### config.mk
export PLATFORM = sky130hd
export DESIGN_NAME = pri_icache_ctrl_slave_flat
export DESIGN_NICKNAME = d
export VERILOG_FILES = /design/src/rtl/pri_icache_ctrl_slave_if.sv /design/src/rtl/pri_icache_ctrl_slave.sv /design/src/flat_wrapper.sv
export SDC_FILE = /design/constraint.sdc
export NUM_CORES = 1
export LEC_CHECK = 0
export BUFFER_PORTS_ARGS = -buffer_cell sky130_fd_sc_hd__buf_2
export CAP_MARGIN = 20
export CORE_MARGIN = 4
export CORE_UTILIZATION = 45
export CTS_CLUSTER_DIAMETER = 200
export DETAILED_ROUTE_END_ITERATION = 16
export GPL_TIMING_DRIVEN = 0
export PLACE_DENSITY = 0.72
export SETUP_SLACK_MARGIN = 0.4
export SLEW_MARGIN = 10
export SYNTH_ARGS = -nofsm -noshare
export SYNTH_HDL_FRONTEND = slang
export SYNTH_SLANG_ARGS = --single-unit
### constraint.sdc
create_clock -name clk_i -period 5.75 [get_ports clk_i]
set_clock_uncertainty 0.15 [all_clocks]
set_input_delay 0.8625 -clock clk_i [delete_from_list [all_inputs] [get_ports clk_i]]
set_output_delay 0.8625 -clock clk_i [all_outputs]
set_load 0.05 [all_outputs]
### src/rtl/pri_icache_ctrl_slave_if.sv
// Private icache control bus between the cluster icache ctrl unit (master)
// and the cache-side responder (slave).
// Handshakes on this bus:
//  - bypass: level request. bypass_ack_o mirrors the bypass state actually
//    applied to the datapath, so the master waits until ack == req.
//  - flush : 4-phase. req rises; ack rises once every set is invalidated;
//    req falls; ack falls on the following cycle.
// Optional feature macro: ICACHE_CTRL_STALL_CNT_EN (adds ctrl_stall_count_o).
interface pri_icache_ctrl_slave_if #(
  parameter int unsigned CNT_W = 32
);
  logic             bypass_req_i;
  logic             bypass_ack_o;
  logic             flush_req_i;
  logic             flush_ack_o;
  logic             ctrl_clear_regs_i;
  logic             ctrl_enable_regs_i;
  logic [CNT_W-1:0] ctrl_hit_count_o;
  logic [CNT_W-1:0] ctrl_trans_count_o;
  logic [CNT_W-1:0] ctrl_miss_count_o;
`ifdef ICACHE_CTRL_STALL_CNT_EN
  logic [CNT_W-1:0] ctrl_stall_count_o;
`endif

  modport master (
    output bypass_req_i, flush_req_i, ctrl_clear_regs_i, ctrl_enable_regs_i,
`ifdef ICACHE_CTRL_STALL_CNT_EN
    input  ctrl_stall_count_o,
`endif
    input  bypass_ack_o, flush_ack_o,
    input  ctrl_hit_count_o, ctrl_trans_count_o, ctrl_miss_count_o
  );

  modport slave (
    input  bypass_req_i, flush_req_i, ctrl_clear_regs_i, ctrl_enable_regs_i,
`ifdef ICACHE_CTRL_STALL_CNT_EN
    output ctrl_stall_count_o,
`endif
    output bypass_ack_o, flush_ack_o,
    output ctrl_hit_count_o, ctrl_trans_count_o, ctrl_miss_count_o
  );
endinterface

### src/rtl/pri_icache_ctrl_slave.sv
// Cache-side responder of the private icache control bus.
//  - Applies bypass changes once the cache has drained (fetch hold meanwhile).
//  - Serves flushes by walking every set through the tag invalidation port.
//  - Keeps saturating hit / transaction / miss statistics counters.
// Optional feature macro: ICACHE_CTRL_STALL_CNT_EN adds a saturating counter
// of fetch-hold cycles on ctrl.ctrl_stall_count_o.
module pri_icache_ctrl_slave #(
  parameter  int unsigned NB_SETS = 64,
  parameter  int unsigned CNT_W   = 32,
  localparam int unsigned SET_W   = $clog2(NB_SETS)
) (
  input  logic                   clk_i,
  input  logic                   rst_ni,
  pri_icache_ctrl_slave_if.slave ctrl,
  input  logic                   evt_trans_i,
  input  logic                   evt_hit_i,
  input  logic                   evt_miss_i,
  input  logic                   cache_idle_i,
  output logic                   fetch_hold_o,
  output logic                   bypass_en_o,
  output logic                   tag_inv_req_o,
  output logic [SET_W-1:0]       tag_inv_set_o,
  input  logic                   tag_inv_gnt_i
);

  typedef enum logic [2:0] {
    IDLE      = 3'd0,
    DRAIN_BYP = 3'd1,
    DRAIN_FL  = 3'd2,
    FLUSH     = 3'd3,
    FL_ACK    = 3'd4
  } state_e;

  state_e           state_q, state_d;
  logic             bypass_q, bypass_d;
  logic [SET_W-1:0] set_q, set_d;

  logic [CNT_W-1:0] hit_cnt_q;
  logic [CNT_W-1:0] trans_cnt_q;
  logic [CNT_W-1:0] miss_cnt_q;

  // Clear beats a same-cycle event; counting stops at all-ones.
  function automatic logic [CNT_W-1:0] cnt_next(input logic [CNT_W-1:0] q,
                                                input logic clr,
                                                input logic en,
                                                input logic ev);
    logic [CNT_W-1:0] r;
    r = q;
    if (clr) begin
      r = '0;
    end else if (en && ev && (q != {CNT_W{1'b1}})) begin
      r = q + CNT_W'(1);
    end
    return r;
  endfunction

  // Control state, applied bypass and flush set pointer.
  always_ff @(posedge clk_i or negedge rst_ni) begin
    if (!rst_ni) begin
      state_q  <= IDLE;
      bypass_q <= 1'b0;
      set_q    <= '0;
    end else begin
      state_q  <= state_d;
      bypass_q <= bypass_d;
      set_q    <= set_d;
    end
  end

  // Next-state logic; a flush request wins over a pending bypass change.
  always_comb begin
    state_d  = state_q;
    bypass_d = bypass_q;
    set_d    = set_q;
    case (state_q)
      IDLE: begin
        // flush_ack_o is low in IDLE, so a high request is always a new flush.
        if (ctrl.flush_req_i) begin
          state_d = DRAIN_FL;
        end else if (ctrl.bypass_req_i != bypass_q) begin
          state_d = DRAIN_BYP;
        end
      end
      DRAIN_BYP: begin
        if (cache_idle_i) begin
          bypass_d = ctrl.bypass_req_i;
          state_d  = IDLE;
        end
      end
      DRAIN_FL: begin
        if (cache_idle_i) begin
          set_d   = '0;
          state_d = FLUSH;
        end
      end
      FLUSH: begin
        if (tag_inv_gnt_i) begin
          // Power-of-2 set count: the increment wraps back to 0 after the last set.
          set_d = set_q + SET_W'(1);
          if (set_q == SET_W'(NB_SETS - 1)) begin
            state_d = FL_ACK;
          end
        end
      end
      FL_ACK: begin
        if (!ctrl.flush_req_i) begin
          state_d = IDLE;
        end
      end
      default: begin
        state_d = IDLE;
      end
    endcase
  end

  assign fetch_hold_o      = (state_q == DRAIN_BYP) || (state_q == DRAIN_FL) || (state_q == FLUSH);
  assign tag_inv_req_o     = (state_q == FLUSH);
  assign tag_inv_set_o     = set_q;
  assign bypass_en_o       = bypass_q;
  assign ctrl.bypass_ack_o = bypass_q;
  assign ctrl.flush_ack_o  = (state_q == FL_ACK);

  // Statistics counters, one independent saturating counter per event.
  always_ff @(posedge clk_i or negedge rst_ni) begin
    if (!rst_ni) begin
      hit_cnt_q   <= '0;
      trans_cnt_q <= '0;
      miss_cnt_q  <= '0;
    end else begin
      hit_cnt_q   <= cnt_next(hit_cnt_q, ctrl.ctrl_clear_regs_i, ctrl.ctrl_enable_regs_i, evt_hit_i);
      trans_cnt_q <= cnt_next(trans_cnt_q, ctrl.ctrl_clear_regs_i, ctrl.ctrl_enable_regs_i, evt_trans_i);
      miss_cnt_q  <= cnt_next(miss_cnt_q, ctrl.ctrl_clear_regs_i, ctrl.ctrl_enable_regs_i, evt_miss_i);
    end
  end

  assign ctrl.ctrl_hit_count_o   = hit_cnt_q;
  assign ctrl.ctrl_trans_count_o = trans_cnt_q;
  assign ctrl.ctrl_miss_count_o  = miss_cnt_q;

`ifdef ICACHE_CTRL_STALL_CNT_EN
  logic [CNT_W-1:0] stall_cnt_q;

  // Counts cycles in which new fetches are held off.
  always_ff @(posedge clk_i or negedge rst_ni) begin
    if (!rst_ni) begin
      stall_cnt_q <= '0;
    end else begin
      stall_cnt_q <= cnt_next(stall_cnt_q, ctrl.ctrl_clear_regs_i, ctrl.ctrl_enable_regs_i, fetch_hold_o);
    end
  end

  assign ctrl.ctrl_stall_count_o = stall_cnt_q;
`endif

endmodule
### src/flat_wrapper.sv
// flat-port wrapper written by rule: the top's interface ports become plain ports
module pri_icache_ctrl_slave_flat 
#(
  parameter  int unsigned NB_SETS = 64,
  parameter  int unsigned CNT_W   = 32,
  localparam int unsigned SET_W   = $clog2(NB_SETS)
)
  (clk_i, rst_ni, evt_trans_i, evt_hit_i, evt_miss_i, cache_idle_i, fetch_hold_o, bypass_en_o, tag_inv_req_o, tag_inv_set_o, tag_inv_gnt_i, ctrl_bypass_req_i, ctrl_flush_req_i, ctrl_ctrl_clear_regs_i, ctrl_ctrl_enable_regs_i, ctrl_bypass_ack_o, ctrl_flush_ack_o, ctrl_ctrl_hit_count_o, ctrl_ctrl_trans_count_o, ctrl_ctrl_miss_count_o);
  pri_icache_ctrl_slave_if #(.CNT_W(CNT_W)) ctrl_i ();
  input  logic clk_i;
  input  logic rst_ni;
  input  logic evt_trans_i;
  input  logic evt_hit_i;
  input  logic evt_miss_i;
  input  logic cache_idle_i;
  output logic fetch_hold_o;
  output logic bypass_en_o;
  output logic tag_inv_req_o;
  output logic [SET_W-1:0] tag_inv_set_o;
  input  logic tag_inv_gnt_i;
  input wire logic [$bits(ctrl_i.bypass_req_i)-1:0] ctrl_bypass_req_i;
  input wire logic [$bits(ctrl_i.flush_req_i)-1:0] ctrl_flush_req_i;
  input wire logic [$bits(ctrl_i.ctrl_clear_regs_i)-1:0] ctrl_ctrl_clear_regs_i;
  input wire logic [$bits(ctrl_i.ctrl_enable_regs_i)-1:0] ctrl_ctrl_enable_regs_i;
  output wire logic [$bits(ctrl_i.bypass_ack_o)-1:0] ctrl_bypass_ack_o;
  output wire logic [$bits(ctrl_i.flush_ack_o)-1:0] ctrl_flush_ack_o;
  output wire logic [$bits(ctrl_i.ctrl_hit_count_o)-1:0] ctrl_ctrl_hit_count_o;
  output wire logic [$bits(ctrl_i.ctrl_trans_count_o)-1:0] ctrl_ctrl_trans_count_o;
  output wire logic [$bits(ctrl_i.ctrl_miss_count_o)-1:0] ctrl_ctrl_miss_count_o;
  assign ctrl_i.bypass_req_i = ctrl_bypass_req_i;
  assign ctrl_i.flush_req_i = ctrl_flush_req_i;
  assign ctrl_i.ctrl_clear_regs_i = ctrl_ctrl_clear_regs_i;
  assign ctrl_i.ctrl_enable_regs_i = ctrl_ctrl_enable_regs_i;
  assign ctrl_bypass_ack_o = ctrl_i.bypass_ack_o;
  assign ctrl_flush_ack_o = ctrl_i.flush_ack_o;
  assign ctrl_ctrl_hit_count_o = ctrl_i.ctrl_hit_count_o;
  assign ctrl_ctrl_trans_count_o = ctrl_i.ctrl_trans_count_o;
  assign ctrl_ctrl_miss_count_o = ctrl_i.ctrl_miss_count_o;
  pri_icache_ctrl_slave #(.NB_SETS(NB_SETS), .CNT_W(CNT_W)) u_core (.clk_i(clk_i), .rst_ni(rst_ni), .ctrl(ctrl_i), .evt_trans_i(evt_trans_i), .evt_hit_i(evt_hit_i), .evt_miss_i(evt_miss_i), .cache_idle_i(cache_idle_i), .fetch_hold_o(fetch_hold_o), .bypass_en_o(bypass_en_o), .tag_inv_req_o(tag_inv_req_o), .tag_inv_set_o(tag_inv_set_o), .tag_inv_gnt_i(tag_inv_gnt_i));
endmodule
==> reports/metrics.cfg <==
[global_route]
antenna_found_initial = 0
grt_usage_pct = 22.0
grt_pass1_wl_um = 26600
overflow = 0
grt_pass1_vias = 5377
grt_max_degree = 59

[placement]
portBuffers = 116
hpwlAfterDp_um = 11800
placed_cell_area_sq_mm = 0.00672
routabilityCongestion = 0.908

[route]
num_vias = 5751
vias_per_cell = 6.00
wl_um = 16200
wl_per_cell_um = 16.9
drt_drc_violations_left = 0
drtIter0Drc = 363
final_antenna_net_count = 0
dr.pass1.iters = 5

[job]
maxCapViolations = 0

[synthesis]
synth_area_per_cell_sq_um = 9.04
ys_seq_area_share_pct = 45.0
synth_cells = 652
synthesis.nets = 667
ys_seq_elements = 106
ys_types = 53
synth_ff_type = dfrtp_1
synth_edf_count = 0
netlist_area_sq_mm = 0.00589
synthArstFlopShare_pct = 100
yosys_warnings = 0

[finish]
final_layout_size_suffix_gt1_share_pct = 20.9
n_antenna_cell = 0
final_nets = 796
layout_common_cells = buf_2, dfrtp_1, a21oi_1
area_delta_synth_final_pct = 19.5
fin_util_pct = 55.3
design_area_sq_mm = 0.00704
final_common_cell = buf_2

[setup_path]
worstSetupStartpointType = register
cp-end-kind = register
arrival_ns = 2.99
cp_max_fo = 10
crit_type = reg -> reg
slowest_delay_ns = 0.78
cpMaxStageDelayCell = o311ai_1
cp_common_cell = clkbuf_1
cp_cell_sequence = nand4_1 > or2_2 > clkbuf_1 > o311ai_1 > clkbuf_1 > o21ai_0 > a21oi_1
critPathRequiredTime_ns = 5.88

[die]
ios = 118
die_x_um = 122
initial_utilization_pct = 46.3
die_h_um = 122
row_count = 41
fp.coreArea_sq_mm = 0.0127
dieArea_sq_mm = 0.0150

[sta]
final-max-slew-violation-count = 0
hold_violations = 0
rsz0062_at_grt = false
finalSetupViolCount = 0
fin_crit_ns = 2.86
hold_slack_ns = 0.282
timing.fmax_mhz = 350
worst_pin_slew_ns = 0.829
period_share_pct = 49.7
final.setup.tns_ns = 0
relSlewSlack_pct = 43.9

[clock_network]
clk_latency_ns = 0.35
cts_setup_buffers = 0
clockBufferDepth = 2
clock_sinks = 106
htree_levels = 3
root_buffer = clkbuf_16
post_cts_resized = 0
cts_buffers = 9
hold_buffers = 0
clk_pin_slew_ns = 0.07
cts_tree = yes

[power_and_ir_drop]
ir_drop_uv = 115
powerDensity_mw_per_mm2 = 243
p_leak_uw = 0.00300
total_power_uw = 1710

[worst_hold_path]
hold_class = in -> async

[status]
status = complete, no violations

sequential cells by signal, summed over array words and instances (netlist names):
name	cells
u_core.tag_inv_set_o	6
u_core.ctrl.ctrl_trans_count_o	32
u_core.ctrl.ctrl_miss_count_o	32
u_core.ctrl.ctrl_hit_count_o	32
u_core.state_q	3
u_core.bypass_en_o	1
routing by layer:
layer  track usage [%]  up-vias  part of all wire [%]
met5                 0        -                     0
li1                  -     2707                     -
met3              4.29       30                   6.1
met4              8.54        0                   2.4
met2              36.2      203                    48
met1              28.6     2811                    43
critical path, delay by kind of cell, from the launching register on:
| family | cells | cell delay (ns) |
|---|---|---|
| DFF | 1 | 0.43 |
| buffers and inverters | 2 | 0.59 |
| AOI/OAI and AO/OA | 3 | 1.09 |
| and+or+nand+nor | 2 | 0.51 |
logic make-up after synthesis:
group / synth area share, %
AO/OA/AOI/OAI: 16.2
flip-flops: 45.0
XOR/XNOR: 3.12
AND/OR/NAND/NOR: 29.4
buffers and inverters: 2.99
adder cells (fa/ha/maj): 0.849
multiplexers: 2.48
final timing paths:
path                                                        from                            endpoint  slack, ns  cells after the start
worst min register to register  u_core.ctrl.ctrl_hit_count_o[11]    u_core.ctrl.ctrl_hit_count_o[11]       0.42                      2
worst min-delay path                                      rst_ni    u_core.ctrl.ctrl_miss_count_o[7]       0.28                      1
min in group clk_i              u_core.ctrl.ctrl_hit_count_o[11]    u_core.ctrl.ctrl_hit_count_o[11]       0.42                      2
worst max register to register  u_core.ctrl.ctrl_hit_count_o[20]    u_core.ctrl.ctrl_hit_count_o[31]       2.89                      7
max in group asynchronous                                 rst_ni  u_core.ctrl.ctrl_trans_count_o[13]       4.50                      2
worst max-delay path            u_core.ctrl.ctrl_hit_count_o[20]    u_core.ctrl.ctrl_hit_count_o[31]       2.89                      7
synth_stat cells, drive strengths merged (5+ instances only):
cell type | instances | area (sq um)
o21ai | 46 | 230
nand3 | 34 | 175
xnor2 | 9 | 78.8
nor2b | 12 | 75.1
mux2 | 13 | 146
dfrtp | 106 | 2650
a21oi | 71 | 355
nand4 | 30 | 194
nor3 | 11 | 60.1
or4 | 24 | 180
and4 | 8 | 70.1
o31ai | 24 | 180
nor4 | 10 | 83.8
inv | 10 | 37.5
nand2 | 41 | 154
and3 | 11 | 68.8
xor2 | 12 | 105
and2 | 5 | 31.3
or3 | 47 | 294
nor2 | 45 | 169
clkbuf | 31 | 116
stage by stage:
stage,setup slack (ns),instances
after floorplan,2.90,652
after global placement,2.42,940
after detailed placement,2.64,941
after CTS,2.87,957
after global routing,2.64,958
final,2.89,958
report_power, final:
part	switching, uW	internal [uW]	total, uW
Sequential	27.5	769	797
Clock	281	382	663
Combinational	182	65.7	248
layout make-up:
| type | instances | area (sq um) |
|---|---|---|
| plain buffers | 35 | 139 |
| inverters | 10 | 37.5 |
| multi-input cells | 501 | 3060 |
| clock buffers | 11 | 233 |
| fillers | 1221 | 5680 |
| well taps | 172 | 215 |
| clock inverters | 5 | 78.8 |
| repair buffers | 118 | 619 |
| flip-flops and latches | 106 | 2650 |
Power figures use the tool's default switching activity.
